--- src/rtl/fft_sdf_r2_stage.sv ---
// Radix-2 DIF single-path delay-feedback FFT stage: first half of each 2*DELAY frame fills the delay line,
// second half emits (a+b)/2 and feeds back (a-b)/2, which leaves twiddled during the next first half.
module fft_sdf_r2_stage #(
   parameter int DELAY    = 16,
   parameter int WIDTH    = 16,
   parameter int TW_WIDTH = 16
) (
   input  logic                       clk,
   input  logic                       rst,
   input  logic                       in_valid,
   input  logic                       flush,
   input  logic signed [WIDTH-1:0]    in_r,
   input  logic signed [WIDTH-1:0]    in_i,
   output logic [3:0]                 tw_idx,
   input  logic signed [TW_WIDTH-1:0] tw_r,
   input  logic signed [TW_WIDTH-1:0] tw_i,
   output logic                       out_valid,
   output logic signed [WIDTH-1:0]    out_r,
   output logic signed [WIDTH-1:0]    out_i
);
   localparam int CW   = $clog2(2 * DELAY);
   localparam int SW   = WIDTH + 1;
   localparam int PW   = WIDTH + TW_WIDTH + 1;
   localparam int FRAC = 14;
   localparam logic signed [PW-1:0] MAXV = PW'((64'sd1 <<< (WIDTH - 1)) - 64'sd1);
   localparam logic signed [PW-1:0] MINV = ~MAXV;
   localparam logic signed [PW-1:0] RND  = PW'(64'sd1 <<< (FRAC - 1));

   logic [CW-1:0]            cnt_q, cnt_d;
   logic                     primed_q, primed_d;
   logic                     out_valid_q, out_valid_d;
   logic signed [WIDTH-1:0]  out_r_q, out_r_d, out_i_q, out_i_d;
   logic signed [WIDTH-1:0]  dl_r_q [DELAY];
   logic signed [WIDTH-1:0]  dl_r_d [DELAY];
   logic signed [WIDTH-1:0]  dl_i_q [DELAY];
   logic signed [WIDTH-1:0]  dl_i_d [DELAY];

   logic                     adv, phase_b, emit;
   logic signed [WIDTH-1:0]  x_r, x_i, head_r, head_i;
   logic signed [WIDTH-1:0]  sum_r, sum_i, dif_r, dif_i, mul_r, mul_i;
   logic signed [PW-1:0]     pr_full, pi_full;

   function automatic logic signed [WIDTH-1:0] half(input logic signed [SW-1:0] v);
      return WIDTH'(v >>> 1);
   endfunction

   function automatic logic signed [WIDTH-1:0] rnd_sat(input logic signed [PW-1:0] v);
      logic signed [PW-1:0] s;
      s = (v + RND) >>> FRAC;
      if (s > MAXV)      return MAXV[WIDTH-1:0];
      else if (s < MINV) return MINV[WIDTH-1:0];
      else               return s[WIDTH-1:0];
   endfunction

   assign adv     = in_valid | flush;
   assign x_r     = in_valid ? in_r : '0;
   assign x_i     = in_valid ? in_i : '0;
   // 2*DELAY is a power of two, so the counter MSB marks the second half.
   assign phase_b = cnt_q[CW-1];
   assign head_r  = dl_r_q[DELAY-1];
   assign head_i  = dl_i_q[DELAY-1];
   assign emit    = adv & (primed_q | (cnt_q == CW'(DELAY)));

   assign sum_r   = half(SW'(head_r) + SW'(x_r));
   assign sum_i   = half(SW'(head_i) + SW'(x_i));
   assign dif_r   = half(SW'(head_r) - SW'(x_r));
   assign dif_i   = half(SW'(head_i) - SW'(x_i));
   assign pr_full = PW'(head_r) * PW'(tw_r) - PW'(head_i) * PW'(tw_i);
   assign pi_full = PW'(head_r) * PW'(tw_i) + PW'(head_i) * PW'(tw_r);
   assign mul_r   = rnd_sat(pr_full);
   assign mul_i   = rnd_sat(pi_full);

   generate
      if (DELAY == 1) begin : g_tw_fixed
         assign tw_idx = 4'd0;
      end else begin : g_tw_cnt
         assign tw_idx = 4'(cnt_q[$clog2(DELAY)-1:0]);
      end
   endgenerate

   always_comb begin
      cnt_d       = cnt_q;
      primed_d    = primed_q;
      out_valid_d = emit;
      out_r_d     = out_r_q;
      out_i_d     = out_i_q;
      dl_r_d      = dl_r_q;
      dl_i_d      = dl_i_q;
      if (adv) begin
         cnt_d = cnt_q + CW'(1);
         if (cnt_q == CW'(DELAY)) primed_d = 1'b1;
         for (int i = 1; i < DELAY; i++) begin
            dl_r_d[i] = dl_r_q[i-1];
            dl_i_d[i] = dl_i_q[i-1];
         end
         dl_r_d[0] = phase_b ? dif_r : x_r;
         dl_i_d[0] = phase_b ? dif_i : x_i;
      end
      if (emit) begin
         out_r_d = phase_b ? sum_r : mul_r;
         out_i_d = phase_b ? sum_i : mul_i;
      end
   end

   always_ff @(posedge clk or negedge rst) begin
      if (!rst) begin
         cnt_q       <= '0;
         primed_q    <= 1'b0;
         out_valid_q <= 1'b0;
         out_r_q     <= '0;
         out_i_q     <= '0;
      end else begin
         cnt_q       <= cnt_d;
         primed_q    <= primed_d;
         out_valid_q <= out_valid_d;
         out_r_q     <= out_r_d;
         out_i_q     <= out_i_d;
      end
   end

   // Delay-line contents are never read before primed is set, so they carry no reset.
   always_ff @(posedge clk) begin
      dl_r_q <= dl_r_d;
      dl_i_q <= dl_i_d;
   end

   assign out_valid = out_valid_q;
   assign out_r     = out_r_q;
   assign out_i     = out_i_q;
endmodule

--- config.mk ---
export PLATFORM = sky130hd
export DESIGN_NAME = fft_sdf_r2_stage
export DESIGN_NICKNAME = d
export VERILOG_FILES = /design/src/rtl/fft_sdf_r2_stage.sv
export SDC_FILE = /design/constraint.sdc
export NUM_CORES = 2
export LEC_CHECK = 0
export CORE_MARGIN = 5
export CORE_UTILIZATION = 59
export DETAILED_ROUTE_END_ITERATION = 12
export PLACE_DENSITY = 0.79
export SKIP_CTS_REPAIR_TIMING = 1
export SYNTH_ARGS = -nofsm -noshare
export SYNTH_HDL_FRONTEND = slang
export SYNTH_SLANG_ARGS = --single-unit
export TNS_END_PERCENT = 100
--- constraint.sdc ---
create_clock -name clk -period 7.25 [get_ports clk]
set_input_delay 1.0875 -clock clk [delete_from_list [all_inputs] [get_ports clk]]
set_output_delay 1.0875 -clock clk [all_outputs]
set_load 0.01 [all_outputs]
; Word-level counts from Yosys, hierarchy flattened
; Cells that the tools add are included.
[totals]
latchBits = 0
elab_cells = 69
n_memories = 0
reg_bits = 551
mem_bits_rw = 0
mem_bits_ro = 0
[op_classes]
addsub = 9
n_mul = 4
magnitude_cmp = 4
n_eq_ne = 1
reduce_logical = 1
div_mod_pow = 0
n_shift = 0
mux = 10
n_bitwise = 3
[ops]
columns = operator, count
row1 = $mux W16, 10
row2 = $mul A16 B16 Y32, 4
row3 = $add A33 B15 Y33 const B, 2
row4 = $gt A19 B16 Y1 const B, 2
row5 = $lt A19 B16 Y1 const B, 2
row6 = $add A16 B16 Y17, 2
row7 = $sub A16 B16 Y17, 2
row8 = $add A32 B32 Y33, 1
row9 = $sub A32 B32 Y33, 1
row10 = $add A5 B1 Y5 const B, 1
row11 = $eq A5 B5 Y1 const B, 1
row12 = $or A1 B1 Y1, 2
row13 = $reduce_and A2 Y1, 1
row14 = $and A1 B1 Y1, 1

; Depth between registers and ports, before layout
[depth]
ltp_word = 7
ltp_mapped = 31
ltp_nobuf = 28

; Worst setup path after synthesis
; Ideal clock, no wire load.
[synth_timing]
path_type = input -> register
startpoint = input port in_valid
endpoint = register out_i_q[10] (netlist: out_i[10])
required_ps = 7171
setup_slack_ps = -8937
cell_stages = 11
t_arrival_ps = 16108
setup_ps = 79
cell_sequence = buf_2 nor2_1 clkinv_1 a41oi_1 inv_1 nand2_1 clkinv_1 nand2_1 buf_2 o22ai_1 a21oi_1
[synth_between]
elab_cells_between_ends = 5
[synth_lines]
columns = item, line
row1 = from (decl), 10  ; input logic in_valid,
row2 = $or A1 B1 Y1, 55  ; assign adv = in_valid | flush;
row3 = named net adv, 38  ; logic adv, phase_b, emit;
row4 = $and A1 B1 Y1, 62  ; assign emit = adv & (primed_q | (cnt_q == CW'(DELAY)));
row5 = to (signal assigned), 117  ; out_i_q <= out_i_d;
row6 = to (decl), 32  ; logic signed [WIDTH-1:0] out_r_q, out_r_d, out_i_q, out_i_d;
; The timed path passes the listed nets, and every way through them passes these cells.
; A chain may end at the register's enable or synchronous reset.

; Worst setup path in the final report
[layout_timing]
startpoint = input port tw_i[0]
endpoint = register out_r_q[7] (netlist: out_r[7])
[layout_between]
elab_chain_cells = 7
elab_cells_between_ends = 8
[layout_lines]
columns = item, line
row1 = from (decl), 16  ; input logic signed [TW_WIDTH-1:0] tw_i,
row2 = $mul A16 B16 Y32 (*), 68  ; assign pr_full = PW'(head_r) * PW'(tw_r) - PW'(head_i) * PW'(tw_i);
row3 = $sub A32 B32 Y33 (*), 68
row4 = $add A33 B15 Y33 (*), 49  ; s = (v + RND) >>> FRAC;
row5 = $lt A19 B16 Y1, 51  ; else if (s < MINV) return MINV[WIDTH-1:0];
row6 = $mux W16, 51
row7 = $mux W16 (*), 50  ; if (s > MAXV) return MAXV[WIDTH-1:0];
row8 = $mux W16 (*), 100  ; out_r_d = phase_b ? sum_r : mul_r;
row9 = to (signal assigned), 116  ; out_r_q <= out_r_d;
row10 = to (decl), 32
; Mark *: on every way between the ends. The rest lies on a longest branch, timed or not.

==> metrics.cfg <==
[run_status]
outcome=complete, but fails checks
violations=setup timing

[grt]
grt_usage_pct=26.9
grt_pass1_wl_mm=228
antenna_found_initial=4
grt_pass1_vias=42900
grt_overflow=0
grt_max_degree=198

[clock_network]
cts_max_path_buffers=3
numCtsBuffers=52
clk_pin_slew_ns=0.07
cts-root-buf=clkbuf_16
worstSkewPairLatency_ns=0.62
htreeDepth=2
cts_tree=yes
clkSinkCount=551

[floorplan]
die_w_um=330
die_height_um=330
core_um2=102000
num_rows=117
start_util_pct=59.4
io-pin-count=105
dieArea_um2=109000

[worst_setup_path]
crit_cells=32
critPathArrivalTime_ns=8.71
critPathMaxStageDelay_ns=0.55
worstPathRequired_ns=7.78
cp_slowest_cell=fa_1
ff2ff_path_depth=28
crit_type=primary input to register
cp-end-kind=register
start_kind=primary input
worstPathMaxFanout=8
cpLargestDelayFamily=adder cells
timing.critical_path.mode_cell=fa_1
crit_buf_inv=13

[routing]
wl_mm=152
route.antenna.remaining_nets=0
vias=40100
drtIter0Drc=3589
route.detailed.drc=0
dr.pass1.iters=6
avgRoutedWirePerCell_um=20.6
vias_per_cell=5.41

[run]
cap_viol_max_count=0

[sta]
hold_viol=0
clock_skew_ns=0.0217
fin_crit_ns=8.19
max_freq_mhz=122
drv_slew=0
setup_violations=32
setup_tns_ns=-23.86
slew_headroom_pct=20.6
rsz0062_at_grt=true
final.setup.worst_slack_ns=-0.937
period_share_pct=113
worstMarginPinSlew_ns=1.19

[yosys]
synth_top_cell_area_share_pct=39.0
syn_avg_cell_area_um2=11.1
yosys-top-cells-area=fa_1, edfxtp_1, inv_1
netlist_instances=5453
syn_area_um2=60400
synth-seq-area-share_pct=27.1
ys_warn_count=0
yosys.area.top_type=fa_1
synth_edf_count=512
yosys.cell_types.count=83
synth_nets=7062
async_flop_share_pct=7.08
ys.flop_type=edfxtp_1
synth_seq_cells=551

[placement]
port_buffers=104
place_congestion=0.897
dp_hpwl_mm=112

[min_path]
min_path_type=register to register
min_path_cells=0

[final_layout]
final_cell_mix=inv_1, fa_1, nand2_1
final_common_cell=inv_1
syn_to_final_growth_pct=18.3
final_nets=7610
drive_gt1_share_pct=15.7

[final timing paths]
check / from / endpoint / slack [ns]
max: tw_i[0] / out_r[7] / -0.94
min: dl_i_q[89] / dl_i_q[73] / 0.41
max reg2reg: head_r[7] / out_r[7] / -0.87
min reg2reg: dl_i_q[89] / dl_i_q[73] / 0.41
max in group asynchronous: rst / cnt_q[4] / 5.85
min in group asynchronous: rst / out_i[15] / 0.66
[kinds of logic (layout without fill, tap and decap cells)]
family	Yosys count	count (layout)	synth area share (%)
compound gates	323	323	3.63
buf+inv	1583	2171	9.90
xor+xnor	123	123	1.81
flops	551	551	27.1
simple gates	1324	1324	10.9
mux	8	8	0.133
fa+ha+maj	1541	1541	46.6
other cells	0	2	0
[routing by layer]
metal / global-route usage, % / up-vias / routed length [um]
met5: 0 / - / 69
met4: 10.3 / 6 / 7720
met3: 5.28 / 371 / 15800
met2: 43.4 / 1890 / 71500
met1: 36.6 / 20400 / 57300
li1: - / 17500 / -
[metrics by stage]
| step | setup WS [ns] | instance area [um^2] | hold WS, ns | instances | utilization, % |
|---|---|---|---|---|---|
| global route | -1.12 | 71500 | 0.417 | 7409 | 70.2 |
| CTS | -1.60 | 69300 | 0.407 | 7305 | 68.1 |
| floorplan | -0.715 | 60800 | 0.400 | 5453 | - |
| global placement | -1.96 | 67500 | 0.400 | 7211 | 66.4 |
| detailed placement | -2.20 | 67500 | 0.405 | 7211 | 66.4 |
| finish | -0.937 | 71500 | 0.406 | 7411 | 70.2 |
[final cells by class]
class                   count  area (um^2)
diodes                      2         5.00
flip-flops and latches    551        16400
well taps                1368         1710
fillers                  6850        30300
multi-input cells        3319        39000
clock inverters            35          403
inverters                1356         5140
clock buffers              59         1350
repair buffers            721         7520
[Yosys cell counts (all sizes together) (39+ instances only)]
| library cell | instances |
|---|---|
| a21oi | 98 |
| nor2 | 112 |
| inv | 1354 |
| o21ai | 64 |
| ha | 364 |
| fa | 1177 |
| and2 | 511 |
| edfxtp | 512 |
| nand2 | 561 |
| xnor2 | 93 |
| dfrtp | 39 |
| clkbuf | 203 |
[registers in the layout, indices dropped and copies added, names as in the netlist]
register   count
cnt_q          5
dl_i_q       240
dl_r_q       240
head_i        16
head_r        16
out_i         16
out_r         16
out_valid      1
primed_q       1
Power is not shown: default switching activity piles up to over one toggle a cycle in this logic, so the estimate is an artifact.
